==> src/rtl/dpram_port_arbiter_if.sv <==
// Request/response and RAM-side signal bundle for dpram_port_arbiter.
// slave  = the arbiter; master = the clients plus the dual-port RAM.
interface dpram_port_arbiter_if #(
    parameter int DATA_W = 128,
    parameter int ADDR_W = 3
);
    // Client requests
    logic              req_valid_a, req_valid_b;
    logic              req_ready_a, req_ready_b;
    logic              req_we_a,    req_we_b;
    logic [ADDR_W-1:0] req_addr_a,  req_addr_b;
    logic [DATA_W-1:0] req_wdata_a, req_wdata_b;
    // Client read responses
    logic              rsp_valid_a, rsp_valid_b;
    logic [DATA_W-1:0] rsp_rdata_a, rsp_rdata_b;
    // RAM ports
    logic              ram_wr_en_a, ram_wr_en_b;
    logic [ADDR_W-1:0] ram_addr_a,  ram_addr_b;
    logic [DATA_W-1:0] ram_din_a,   ram_din_b;
    logic [DATA_W-1:0] ram_dout_a,  ram_dout_b;

    modport slave (
        input  req_valid_a, req_valid_b, req_we_a, req_we_b,
        input  req_addr_a, req_addr_b, req_wdata_a, req_wdata_b,
        output req_ready_a, req_ready_b,
        output rsp_valid_a, rsp_valid_b, rsp_rdata_a, rsp_rdata_b,
        output ram_wr_en_a, ram_wr_en_b, ram_addr_a, ram_addr_b,
        output ram_din_a, ram_din_b,
        input  ram_dout_a, ram_dout_b
    );

    modport master (
        output req_valid_a, req_valid_b, req_we_a, req_we_b,
        output req_addr_a, req_addr_b, req_wdata_a, req_wdata_b,
        input  req_ready_a, req_ready_b,
        input  rsp_valid_a, rsp_valid_b, rsp_rdata_a, rsp_rdata_b,
        input  ram_wr_en_a, ram_wr_en_b, ram_addr_a, ram_addr_b,
        input  ram_din_a, ram_din_b,
        output ram_dout_a, ram_dout_b
    );
endinterface

==> src/rtl/dpram_port_arbiter.sv <==
// Two-client front-end for a dual-port RAM with one-cycle registered read.
// Each client owns one RAM port; same-address collisions involving a write
// are serialized with round-robin priority, and a saturating counter
// records how many collision cycles occurred.
module dpram_port_arbiter #(
    parameter int CNT_W = 16
) (
    input  logic               clk,
    input  logic               rst_n,
    dpram_port_arbiter_if.slave bus,
    output logic [CNT_W-1:0]   collision_cnt
);

    typedef enum logic {
        PRIO_A = 1'b0,
        PRIO_B = 1'b1
    } prio_e;

    prio_e            prio_q,      prio_d;
    logic             rd_pend_a_q, rd_pend_a_d;
    logic             rd_pend_b_q, rd_pend_b_d;
    logic [CNT_W-1:0] cnt_q,       cnt_d;

    logic collision;
    logic ready_a, ready_b;
    logic fire_a,  fire_b;

    // Arbitration, RAM issue, response formatting and next-state logic.
    always_comb begin
        // NOTE: every signal gets a default before any branch so no path can leave it unassigned and infer a latch.
        prio_d      = prio_q;
        cnt_d       = cnt_q;

        // Two reads to one address are harmless; any write makes it a collision.
        collision   = bus.req_valid_a && bus.req_valid_b
                      && (bus.req_addr_a == bus.req_addr_b)
                      && (bus.req_we_a || bus.req_we_b);

        // Ready is held low while reset is asserted so nothing issues.
        ready_a     = rst_n && (!collision || (prio_q == PRIO_A));
        ready_b     = rst_n && (!collision || (prio_q == PRIO_B));
        fire_a      = bus.req_valid_a && ready_a;
        fire_b      = bus.req_valid_b && ready_b;

        bus.req_ready_a = ready_a;
        bus.req_ready_b = ready_b;

        // Address and data always pass through; an idle port just does a dummy read.
        bus.ram_addr_a  = bus.req_addr_a;
        bus.ram_addr_b  = bus.req_addr_b;
        bus.ram_din_a   = bus.req_wdata_a;
        bus.ram_din_b   = bus.req_wdata_b;
        bus.ram_wr_en_a = fire_a && bus.req_we_a;
        bus.ram_wr_en_b = fire_b && bus.req_we_b;

        rd_pend_a_d = fire_a && !bus.req_we_a;
        rd_pend_b_d = fire_b && !bus.req_we_b;

        // The loser of a collision wins the next one.
        if (collision) begin
            prio_d = (prio_q == PRIO_A) ? PRIO_B : PRIO_A;
            if (cnt_q != {CNT_W{1'b1}}) begin
                cnt_d = cnt_q + CNT_W'(1);
            end
        end

        // Read data lines the RAM's registered output up with the pending flag.
        bus.rsp_valid_a = rd_pend_a_q;
        bus.rsp_valid_b = rd_pend_b_q;
        bus.rsp_rdata_a = rd_pend_a_q ? bus.ram_dout_a : '0;
        bus.rsp_rdata_b = rd_pend_b_q ? bus.ram_dout_b : '0;

        collision_cnt   = cnt_q;
    end

    // State registers: priority, pending-read flags and collision counter.
    always_ff @(posedge clk or negedge rst_n) begin
        if (!rst_n) begin
            prio_q      <= PRIO_A;
            rd_pend_a_q <= 1'b0;
            rd_pend_b_q <= 1'b0;
            cnt_q       <= '0;
        end else begin
            // NOTE: non-blocking so every flop samples pre-edge values regardless of statement order.
            prio_q      <= prio_d;
            rd_pend_a_q <= rd_pend_a_d;
            rd_pend_b_q <= rd_pend_b_d;
            cnt_q       <= cnt_d;
        end
    end

endmodule

==> src/flat_wrapper.sv <==
// flat-port wrapper written by rule: the top's interface ports become plain ports
module dpram_port_arbiter_flat 
#(
    parameter int CNT_W = 16
)
  (clk, rst_n, collision_cnt, bus_req_valid_a, bus_req_valid_b, bus_req_we_a, bus_req_we_b, bus_req_addr_a, bus_req_addr_b, bus_req_wdata_a, bus_req_wdata_b, bus_req_ready_a, bus_req_ready_b, bus_rsp_valid_a, bus_rsp_valid_b, bus_rsp_rdata_a, bus_rsp_rdata_b, bus_ram_wr_en_a, bus_ram_wr_en_b, bus_ram_addr_a, bus_ram_addr_b, bus_ram_din_a, bus_ram_din_b, bus_ram_dout_a, bus_ram_dout_b);
  dpram_port_arbiter_if bus_i ();
  input  logic clk;
  input  logic rst_n;
  output logic [CNT_W-1:0] collision_cnt;
  input wire logic [$bits(bus_i.req_valid_a)-1:0] bus_req_valid_a;
  input wire logic [$bits(bus_i.req_valid_b)-1:0] bus_req_valid_b;
  input wire logic [$bits(bus_i.req_we_a)-1:0] bus_req_we_a;
  input wire logic [$bits(bus_i.req_we_b)-1:0] bus_req_we_b;
  input wire logic [$bits(bus_i.req_addr_a)-1:0] bus_req_addr_a;
  input wire logic [$bits(bus_i.req_addr_b)-1:0] bus_req_addr_b;
  input wire logic [$bits(bus_i.req_wdata_a)-1:0] bus_req_wdata_a;
  input wire logic [$bits(bus_i.req_wdata_b)-1:0] bus_req_wdata_b;
  output wire logic [$bits(bus_i.req_ready_a)-1:0] bus_req_ready_a;
  output wire logic [$bits(bus_i.req_ready_b)-1:0] bus_req_ready_b;
  output wire logic [$bits(bus_i.rsp_valid_a)-1:0] bus_rsp_valid_a;
  output wire logic [$bits(bus_i.rsp_valid_b)-1:0] bus_rsp_valid_b;
  output wire logic [$bits(bus_i.rsp_rdata_a)-1:0] bus_rsp_rdata_a;
  output wire logic [$bits(bus_i.rsp_rdata_b)-1:0] bus_rsp_rdata_b;
  output wire logic [$bits(bus_i.ram_wr_en_a)-1:0] bus_ram_wr_en_a;
  output wire logic [$bits(bus_i.ram_wr_en_b)-1:0] bus_ram_wr_en_b;
  output wire logic [$bits(bus_i.ram_addr_a)-1:0] bus_ram_addr_a;
  output wire logic [$bits(bus_i.ram_addr_b)-1:0] bus_ram_addr_b;
  output wire logic [$bits(bus_i.ram_din_a)-1:0] bus_ram_din_a;
  output wire logic [$bits(bus_i.ram_din_b)-1:0] bus_ram_din_b;
  input wire logic [$bits(bus_i.ram_dout_a)-1:0] bus_ram_dout_a;
  input wire logic [$bits(bus_i.ram_dout_b)-1:0] bus_ram_dout_b;
  assign bus_i.req_valid_a = bus_req_valid_a;
  assign bus_i.req_valid_b = bus_req_valid_b;
  assign bus_i.req_we_a = bus_req_we_a;
  assign bus_i.req_we_b = bus_req_we_b;
  assign bus_i.req_addr_a = bus_req_addr_a;
  assign bus_i.req_addr_b = bus_req_addr_b;
  assign bus_i.req_wdata_a = bus_req_wdata_a;
  assign bus_i.req_wdata_b = bus_req_wdata_b;
  assign bus_req_ready_a = bus_i.req_ready_a;
  assign bus_req_ready_b = bus_i.req_ready_b;
  assign bus_rsp_valid_a = bus_i.rsp_valid_a;
  assign bus_rsp_valid_b = bus_i.rsp_valid_b;
  assign bus_rsp_rdata_a = bus_i.rsp_rdata_a;
  assign bus_rsp_rdata_b = bus_i.rsp_rdata_b;
  assign bus_ram_wr_en_a = bus_i.ram_wr_en_a;
  assign bus_ram_wr_en_b = bus_i.ram_wr_en_b;
  assign bus_ram_addr_a = bus_i.ram_addr_a;
  assign bus_ram_addr_b = bus_i.ram_addr_b;
  assign bus_ram_din_a = bus_i.ram_din_a;
  assign bus_ram_din_b = bus_i.ram_din_b;
  assign bus_i.ram_dout_a = bus_ram_dout_a;
  assign bus_i.ram_dout_b = bus_ram_dout_b;
  dpram_port_arbiter #(.CNT_W(CNT_W)) u_core (.clk(clk), .rst_n(rst_n), .bus(bus_i), .collision_cnt(collision_cnt));
endmodule
==> config.mk <==
export PLATFORM = sky130hd
export DESIGN_NAME = dpram_port_arbiter_flat
export DESIGN_NICKNAME = d
export VERILOG_FILES = /design/src/rtl/dpram_port_arbiter_if.sv /design/src/rtl/dpram_port_arbiter.sv /design/src/flat_wrapper.sv
export SDC_FILE = /design/constraint.sdc
export NUM_CORES = 1
export LEC_CHECK = 0
export ABC_CLOCK_PERIOD_IN_PS = 2710
export CAP_MARGIN = 30
export CORE_AREA = 2 2 415 417
export CTS_CLUSTER_DIAMETER = 50
export DETAILED_ROUTE_END_ITERATION = 10
export DIE_AREA = 0 0 417 419
export SYNTH_ARGS = -nofsm -noshare
export SYNTH_HDL_FRONTEND = slang
export SYNTH_SLANG_ARGS = --single-unit
==> constraint.sdc <==
create_clock -name clk -period 2.71 [get_ports clk]
set_input_delay 0.813 -clock clk [delete_from_list [all_inputs] [get_ports clk]]
set_output_delay 0.813 -clock clk [all_outputs]
set_load 0.005 [all_outputs]
==> flow_summary.ini <==
[power]
seq_power_share = 0.184
leakagePower_nw = 4.59
power_switching_mw = 0.704
pwr-share-comb = 0.620
power.total_mw = 1.93
p_clk_frac = 0.195
sw_frac_of_total = 0.365
power-per-cell-area_mw_per_mm2 = 157
ir_worst_vdd_v = 0.000200
p_int_mw = 1.23

[setup_path]
rr_endpoint = u_core.collision_cnt[0]
required_ps = 1900
path_cells = buf_8 -> xor2_4 -> nor4_4 -> buf_4 -> a21boi_4 -> and3_4 -> buf_6
cp.arrival_ps = 1940
cp_num_buf_inv = 3
ff2ff_path_depth = 6
max_stage_delay_ps = 320
cp_slowest_cell = nor4_4
crit_start = bus_req_addr_b[0]
end_kind = output port
crit_type = input pin to output port
critPathLaunchType = input pin
worstPathMaxFanout = 3
r2r-start = u_core.collision_cnt[8]
reg2reg_slack_ps = 750
critical_path.top_delay_family = simple AND/OR/NAND/NOR gates

[clock_tree]
cts_made_buffers = 3
htree_levels = 1
cts_tree = done
insertion_delay_ps = 290
clockBufferDepth = 2
clock-sinks = 19
cts_root_buf = clkbuf_16
clk_pin_slew_worst_paths_ps = 80

[finish]
layout_common_cells = 280 x clkdlybuf4s50_1, 248 x and2_1, 124 x buf_12
area_growth_pct = 168
regArea_sq_um = 483
nets = 1458
drive_gt1_frac = 0.244
final_area_sq_mm = 0.0123
fillCellCount = 19800
multi_input_area_sq_mm = 0.00213
layout.cells.most_common = clkdlybuf4s50_1

[die]
die_w_um = 417
ioPinCount = 1064
die_h_um = 419
rows = 152
fp.dieArea_sq_mm = 0.175
core-area_sq_mm = 0.171
start_util = 0.0270

[min_path]
hold_end = u_core.collision_cnt[7]
worstHoldPathType = flip-flop to flip-flop
min_delay_path_depth = 1
worstHoldStart = u_core.collision_cnt[7]

[sta]
finalMaxSlewViolations = 0
tightest_slew_ps = 458
setup_viol = 1
final.period_utilization = 1.01
min_period_ps = 2750
setup_ws_ps = -39.3
final.setup_skew_ps = 10.3
final_hold_viol_count = 0
rsz0062_at_grt = true
relSlewSlack = 0.692
fmax_mhz = 364
fin_tns_setup_ps = -39.3

[status]
violations = setup timing
status = finished, violations left

[route]
first_pass_iters = 5
ant_nets = 0
wl_mm = 134
wl_per_cell_um = 42.4
vias = 6370
drc = 0
first_iter_violations = 377
vias_per_cell = 2.01

[global_route]
grt_overflow_total = 0
grt_pass1_wl_mm = 147
antenna_found_initial = 160
grt_max_degree = 42
grt_pass1_vias = 5817
grt.total_usage = 0.147

[logic_synthesis]
synth_edf_count = 0
synth_largest_area_cell = buf_4
ys_types = 22
async_reset_ff_frac = 1.00
yosysSeqAreaShare = 0.103
synth.area.top_cells = buf_4 43%, and2_1 35%, dfrtp_1 10%, xnor2_1 2.5%, clkbuf_1 2.3%
avgSynthCellArea_sq_um = 7.27
synth_top_area_share = 0.427
synth_cells = 633
syn_nets = 1158
ys_ff_latch = 19
synthesis.area_sq_mm = 0.00460
ys.flop_type = dfrtp_1
yosysWarnings = 0

[placed_design]
finalWeightedCongestion = 0.880
dp_hpwl_mm = 130
placed_area_sq_mm = 0.0122
post-place-ws_ps = -572
port_buffers = 551

[flow_run]
cap_violations = 0
## cell type report
class / count / area share
repair buffers: 586 / 0.554
well taps: 2233 / 0.227
diodes: 4 / 0.000812
clock buffers: 3 / 0.00609
inverters: 3 / 0.000913
clock inverters: 1 / 0.000609
flip-flops and latches: 19 / 0.0392
multi-input cells: 320 / 0.172
## state kept, by name, indices dropped and copies added (netlist names)
register / count
u_core.collision_cnt: 16
u_core.bus.rsp_valid_a: 1
u_core.bus.rsp_valid_b: 1
u_core.prio_q: 1
## power groups by stage
stage | Sequential [mW] | Combinational, mW | Clock (mW)
finish | 0.356 | 1.20 | 0.377
global route | 0.360 | 1.26 | 0.403
CTS | 0.356 | 1.21 | 0.391
detailed placement | 0.360 | 1.21 | 0
global placement | 0.358 | 1.20 | 0
floorplan | 0.341 | 0.473 | 0
## per-stage QoR
stage | util | instances | hold WS [ps]
after floorplan | - | 633 | 485
after CTS | 0.0721 | 3164 | 522
final | 0.0723 | 3169 | 523
after detailed placement | 0.0716 | 3156 | 513
after global routing | 0.0722 | 3165 | 538
after global placement | 0.0716 | 3156 | 488
## worst max-delay path by stage
stage	end	cells past startpoint	slack, ps
after floorplan	bus_ram_wr_en_b	4	150
after CTS	bus_ram_wr_en_a	7	-60
final	bus_ram_wr_en_a	7	-40
after global routing	bus_ram_wr_en_a	7	-90
after detailed placement	bus_ram_wr_en_b	6	-570
after global placement	bus_ram_wr_en_b	6	-480
## routing by layer
layer  vias to the layer above  global-route usage  share of wire
met3                       346               0.182           0.27
met5                         -              0.0150         0.0037
met1                      2685              0.0957           0.22
met2                      1070               0.262           0.49
met4                        22             0.00700          0.019
li1                       2247                   -              -
## Yosys cell counts (2+ instances only)
| cell | number |
|---|---|
| nand4_1 | 7 |
| clkbuf_1 | 28 |
| dfrtp_1 | 19 |
| nand2_1 | 8 |
| inv_1 | 3 |
| buf_4 | 262 |
| xnor2_1 | 13 |
| nor2_1 | 11 |
| and2_1 | 257 |
| nand3_1 | 6 |
| xor2_1 | 6 |
| nor3_1 | 2 |
| a21boi_0 | 2 |
## cells by family (layout without fill, tap and decap cells)
family,after synthesis,count (layout),share of synthesized area
mux,1,1,0.00245
other cells,0,4,0
simple gates,295,295,0.392
flops,19,19,0.103
xor+xnor,19,19,0.0361
compound gates,4,4,0.00842
fa+ha+maj,1,1,0.00272
buf+inv,294,593,0.455
## timing repair
item | in CTS | in global routing
cloned | 0 | 0
resized for setup | 166 | 18
pin swaps | 8 | 4
setup endpoints to repair | 113 | 42
buffers inserted | 4 | 1
hold buffers | 0 | 0
Note: power is estimated with default switching activity, not from simulation.
